$ cat config.mk
export PLATFORM = sky130hd
export DESIGN_NAME = piso_stream
export DESIGN_NICKNAME = d
export VERILOG_FILES = /design/src/rtl/piso_stream.sv
export SDC_FILE = /design/constraint.sdc
export NUM_CORES = 1
export LEC_CHECK = 0
export ABC_CLOCK_PERIOD_IN_PS = 3700
export CAP_MARGIN = 25
export CORE_AREA = 2 2 53 55
export DETAILED_ROUTE_END_ITERATION = 8
export DIE_AREA = 0 0 55 57
export PLACE_DENSITY_LB_ADDON = 0.2
export REMOVE_ABC_BUFFERS = 1
export SLEW_MARGIN = 40
export SYNTH_ARGS = -nofsm -noshare
export SYNTH_HDL_FRONTEND = slang
export SYNTH_SLANG_ARGS = --single-unit
$ cat constraint.sdc
create_clock -name i_clk -period 3.7 [get_ports i_clk]
set_input_delay 0.555 -clock i_clk [delete_from_list [all_inputs] [get_ports i_clk]]
set_output_delay 0.555 -clock i_clk [all_outputs]
set_load 0.1 [all_outputs]
$ cat src/rtl/piso_stream.sv
// Parallel-in/serial-out serializer with a one-word holding buffer so that back-to-back
// words stream without gaps; emits LANES bits per beat, LSB- or MSB-chunk first.
module piso_stream #(
    parameter int unsigned SIZE      = 8,
    parameter int unsigned LANES     = 1,
    parameter int unsigned SHIFT_DIR = 0
) (
    input  logic             i_clk,
    input  logic             i_reset,
    input  logic [SIZE-1:0]  i_in_data,
    input  logic             i_in_valid,
    output logic             o_in_ready,
    input  logic             i_enable,
    output logic [LANES-1:0] o_out,
    output logic             o_out_valid,
    output logic             o_done,
    output logic             o_busy
);

    localparam int unsigned BEATS = SIZE / LANES;
    localparam int unsigned BW    = (BEATS > 1) ? $clog2(BEATS) : 1;
    localparam logic [BW-1:0] LAST_BEAT = BW'(BEATS - 1);

    if (SIZE < 2) begin : g_bad_size
        $error("piso_stream: SIZE must be at least 2");
    end
    if (SIZE % LANES != 0) begin : g_bad_lanes
        $error("piso_stream: SIZE must be a multiple of LANES");
    end

    typedef enum logic [0:0] {StIdle, StShift} state_e;

    state_e           r_state, w_state_nxt;
    logic [SIZE-1:0]  r_shreg, w_shreg_nxt;
    logic [BW-1:0]    r_beat, w_beat_nxt;
    logic [SIZE-1:0]  r_hold, w_hold_nxt;
    logic             r_hold_full, w_hold_full_nxt;
    logic [LANES-1:0] r_out, w_out_nxt;
    logic             r_out_valid, w_out_valid_nxt;
    logic             r_done, w_done_nxt;

    logic             w_accept;
    logic [31:0]      w_lo;
    logic [LANES-1:0] w_chunk;

    assign o_in_ready  = !r_hold_full && !i_reset;
    assign w_accept    = i_in_valid && o_in_ready;
    assign o_out       = r_out;
    assign o_out_valid = r_out_valid;
    assign o_done      = r_done;
    assign o_busy      = (r_state == StShift);

    // Bit offset of the current chunk; MSB-first walks down from the top chunk.
    always_comb begin
        if (SHIFT_DIR == 0) begin
            w_lo = 32'(r_beat) * LANES;
        end else begin
            w_lo = SIZE - LANES - 32'(r_beat) * LANES;
        end
        w_chunk = LANES'(r_shreg >> w_lo);
    end

    always_comb begin
        w_state_nxt     = r_state;
        w_shreg_nxt     = r_shreg;
        w_beat_nxt      = r_beat;
        w_hold_nxt      = r_hold;
        w_hold_full_nxt = r_hold_full;
        w_out_nxt       = r_out;
        w_out_valid_nxt = 1'b0;
        w_done_nxt      = 1'b0;

        // in_ready is low while the buffer is full, so this never collides with a reload.
        if (w_accept) begin
            w_hold_nxt      = i_in_data;
            w_hold_full_nxt = 1'b1;
        end

        unique case (r_state)
            StIdle: begin
                if (r_hold_full) begin
                    w_shreg_nxt     = r_hold;
                    w_hold_full_nxt = 1'b0;
                    w_beat_nxt      = '0;
                    w_state_nxt     = StShift;
                end
            end
            StShift: begin
                if (i_enable) begin
                    w_out_nxt       = w_chunk;
                    w_out_valid_nxt = 1'b1;
                    w_beat_nxt      = r_beat + 1'b1;
                    if (r_beat == LAST_BEAT) begin
                        w_done_nxt = 1'b1;
                        w_beat_nxt = '0;
                        if (r_hold_full) begin
                            w_shreg_nxt     = r_hold;
                            w_hold_full_nxt = 1'b0;
                        end else begin
                            w_state_nxt = StIdle;
                        end
                    end
                end
            end
            default: w_state_nxt = StIdle;
        endcase
    end

    always_ff @(posedge i_clk) begin
        if (i_reset) begin
            r_state     <= StIdle;
            r_shreg     <= '0;
            r_beat      <= '0;
            r_hold      <= '0;
            r_hold_full <= 1'b0;
            r_out       <= '0;
            r_out_valid <= 1'b0;
            r_done      <= 1'b0;
        end else begin
            r_state     <= w_state_nxt;
            r_shreg     <= w_shreg_nxt;
            r_beat      <= w_beat_nxt;
            r_hold      <= w_hold_nxt;
            r_hold_full <= w_hold_full_nxt;
            r_out       <= w_out_nxt;
            r_out_valid <= w_out_valid_nxt;
            r_done      <= w_done_nxt;
        end
    end

endmodule

# Yosys cells after proc, flatten, opt, wreduce, memory -nomap -nowiden
# Cells that the tools add are included.
# Widths: inputs -> output; s select.
[totals]
ff_bits = 24
inputBits = 12
output_inout_bits = 5
word_cells = 44
[op_classes]
addsub = 1
eq_ne = 4
n_shift = 1
n_mux = 19
bitwise = 2
reduce_logical = 9
[ops]
columns = ["op", "n"]
rows = [
  ["$mux 8", 3],
  ["$pmux 8 s2", 1],
  ["$mux 1", 9],
  ["$mux 3", 3],
  ["$shr 8x3->1", 1],
  ["$pmux 3 s2", 1],
  ["$reduce_and 2->1", 3],
  ["$ne 2x2->1 const B", 2],
  ["$pmux 1 s2", 2],
  ["$add 3x1->3 const B", 1],
  ["$eq 3x3->1 const B", 1],
  ["$reduce_or 3->1", 1],
  ["$logic_and 1x1->1", 2],
  ["$logic_not 1->1", 2],
  ["$ne 2x1->1 const B", 1],
  ["$not 1->1", 2],
  ["$reduce_or 2->1", 1],
]

# Logic depth before layout (Yosys ltp)
[depth]
word_depth = 8
mapped_depth = 6
ltp_nobuf = 5

# Worst setup path after synthesis
# No wires, ideal clock.
[synth_path]
kind = "input to output"
from = "in i_reset"
to = "out o_in_ready"
t_arrival_ps = 2003
required_time_ps = 3145
setup_slack_ps = 1142
cell_stages = 2
cell_sequence = "clkbuf_1 nor2_1"
[synth_between]
elab_chain_len = 2
[synth_lines]
columns = ["element", "line_no", "source"]
rows = [
  ["from (decl)", "9", "input logic i_reset,"],
  ["$logic_not 1->1", "46", "assign o_in_ready = !r_hold_full && !i_reset;"],
  ["$logic_and 1x1->1", "46", ""],
  ["to (decl)", "12", "output logic o_in_ready,"],
]
# No other way between the ends.

# Final worst setup path
# Same ends and word-level chain as after synthesis.

==> flow_summary.ini <==
[status]
run_status = complete, no violations

[worst_setup_path]
critPathLaunch = i_reset
reg2reg_slack_ns = 1.75
cpMaxStageDelayCell = sky130_fd_sc_hd__clkdlybuf4s50_1
endpoint_of_the_most_critical_register_to_register_path = r_shreg[2]
timing.critical_path.mode_cell = sky130_fd_sc_hd__buf_4
worstSetupPathType = in -> out
critPathArrivalTime_ns = 1.60
cp_cell_sequence = clkdlybuf4s50_1 -> buf_4 -> nor2_1 -> buf_4
critical_path.reg2reg.startpoint = r_beat[0]
worst_setup_path_endpoint = o_in_ready
worstSetupEndpointType = output pin
reg2reg_depth = 5
max_stage_delay_ns = 0.45
worst-path-max-fanout = 24
critical_path_required_ns = 3.14
worst_setup_path_start_kind = input pin

[global_route]
grt_pass1_vias = 725
global_route_wire_length_before_repair_mm = 3.17
largest_net_degree_at_the_start_of_global_routing = 25
global_route.overflow_total = 0
grt_antenna_before_repair = 0
track_usage_pct = 13.4

[sta]
hold_viol_final = 0
layout_setup_ws_ns = 1.55
finalMaxSlewViolations = 0
fin_crit_sh_pct = 58.2
finalHoldWorstSlack_ns = 0.465
slew_at_the_pin_closest_to_its_max_slew_limit_ns = 0.780
timing.max_slew.rel_slack_pct = 47.6
finish_stage_setup_viols = 0
clock_period_minus_final_worst_setup_slack_ns = 2.15
final.setup.tns_ns = 0
clock-skew-final_ns = 0.00577
setup_repair_after_global_routing_missed_its_margin = false
timing_limited_maximum_frequency_ghz = 0.465

[cells_and_area]
layout.cells.most_common_list = sky130_fd_sc_hd__dfxtp_1 (24), sky130_fd_sc_hd__a21oi_1 (19), sky130_fd_sc_hd__nand2_1 (18)
most_common_cell_after_layout_fill_and_taps_aside = sky130_fd_sc_hd__dfxtp_1
final_cell_area_sq_um = 1180
post_route_cells_drive_above_1_share_pct = 10.4
final_util_pct = 45.0
stdcell_count = 156
fill_cell_total_of_the_finished_layout = 271
nets = 141
final-seq-area_sq_um = 480
multiInputGateArea_sq_um = 457
area.growth.synth_to_final_pct = 19.7
antenna-diode-count = 0

[logic_synthesis]
synth_seq_cells = 24
syn_inst = 113
ys_types = 22
synth_sequential_area_ratio_pct = 48.9
synth-edff-count = 0
ys_async_sr_fraction_pct = 0
top_ff_cell_synth = sky130_fd_sc_hd__dfxtp_1
synth.yosys.warnings = 0
synth.avg_cell_area_sq_um = 8.70
netlist_area_sq_um = 983

[hold_path]
worst_hold_path_type = reg -> reg

[cts]
cts-root-to-sink-buffers = 2
clock_sinks = 24
cts_hold_repair.buffers = 0
tritoncts = done
worst_skew_pair.late_latency_ns = 0.31
cts.clk_slew.worst_paths_ns = 0.13
htreeDepth = 1
cts_buffers = 3
post_cts_buffers = 0
clockRootBuffer = sky130_fd_sc_hd__clkbuf_4
post_cts_resized = 0

[die]
die_area_sq_um = 3140
starting_utilization_of_the_core_area_pct = 37.6
boundaryPins = 17
num_rows = 19
fp.dieH_um = 57
fp.coreArea_sq_um = 2620
die_w_um = 55

[drt]
avgViaCountPerCell = 5.12
drt_iter0_markers = 15
routed_wire_length_per_instance_um = 11.8
postRouteAntennaNets = 0
routed-via-count = 798
drt_pass1_iterations = 4
drt-total-wl_mm = 1.84
post-route-drc-count = 0

[pwr]
p_sw_share_pct = 24.5
power_frac_seq_pct = 52.2
power_density_nw_per_um2 = 452
internal_power_mw = 0.402
power.static_leakage_nw = 0.433
p_total_mw = 0.532
power.ir.vdd_worst_mv = 0.267
switching_power_mw = 0.130
clock_power_share_pct = 35.4
power_frac_comb_pct = 12.4

[placement]
placed_cell_area_sq_um = 1120
port-buffer-count = 16
finalWeightedCongestion = 0.691
post-place-cells = 152
post_placement_worst_setup_slack_ns = 1.49
place.detailed.hpwl_mm = 1.28

[job]
timing.max_cap.violations = 0
## flip-flops by register name, summed over array words and instances, names as in the netlist
register and count:
o_out_valid 1, r_hold 8, r_hold_full 1, r_beat 3, o_out 1, o_busy 1, o_done 1, r_shreg 8
## final cells by class
type | instances | share of cell area [%]
Clock buffer | 3 | 1.91
Sequential cell | 24 | 40.8
Clock inverter | 1 | 2.55
Multi-Input combinational cell | 79 | 38.8
Tap cell | 31 | 3.29
Inverter | 1 | 0.319
Timing Repair Buffer | 17 | 12.3
## synth_stat cells (2+ instances only)
library cell / n / area (sq um)
sky130_fd_sc_hd__ha_1: 3 / 37.5
sky130_fd_sc_hd__nand2_1: 18 / 67.6
sky130_fd_sc_hd__nand3_1: 8 / 40.0
sky130_fd_sc_hd__o21ai_0: 8 / 40.0
sky130_fd_sc_hd__a21oi_1: 19 / 95.1
sky130_fd_sc_hd__mux2i_1: 5 / 50.1
sky130_fd_sc_hd__clkbuf_1: 5 / 18.8
sky130_fd_sc_hd__dfxtp_1: 24 / 480
sky130_fd_sc_hd__a21boi_0: 2 / 15.0
sky130_fd_sc_hd__a32oi_1: 2 / 17.5
sky130_fd_sc_hd__buf_1: 2 / 7.51
sky130_fd_sc_hd__nor2_1: 7 / 26.3
## worst min path at each step
stage / start / endpoint / slack [ns] / depth (start not counted)
after floorplan: r_hold[0] / r_hold[0] / 0.43 / 2
after global placement: r_hold[0] / r_hold[0] / 0.45 / 2
after detailed placement: r_hold[5] / r_hold[5] / 0.45 / 2
after CTS: r_hold[0] / r_shreg[0] / 0.47 / 2
after global routing: r_hold[5] / r_hold[5] / 0.48 / 2
final: r_hold[3] / r_hold[3] / 0.47 / 2
## power by group through the flow
stage | logic [mW] | registers, mW | clock network [mW]
finish | 0.0662 | 0.278 | 0.188
global route | 0.0724 | 0.280 | 0.205
CTS | 0.0667 | 0.278 | 0.194
detailed placement | 0.0665 | 0.284 | 0
global placement | 0.0673 | 0.283 | 0
floorplan | 0.0290 | 0.294 | 0
## kinds of logic (layout without fill, tap and decap cells)
group | count (synthesis) | in the layout | share of synthesized area [%]
AND/OR/NAND/NOR | 37 | 37 | 16.3
AO/OA/AOI/OAI | 33 | 33 | 19.0
flip-flops | 24 | 24 | 48.9
buffers and inverters | 10 | 22 | 4.71
multiplexers | 6 | 6 | 7.38
adder cells (fa/ha/maj) | 3 | 3 | 3.82
## metal layers
layer,vias up,routed length [um],global-route usage [%]
met3,2,68,2.36
li1,413,-,-
met5,-,0,0
met2,12,867,20.9
met1,371,890,18.7
met4,0,8,4.18
## worst max-delay path, delay by kind of cell
kind | cells | cell delay, ns
simple gates | 1 | 0.07
buf+inv | 3 | 0.96
(Power assumes the default switching activity.)
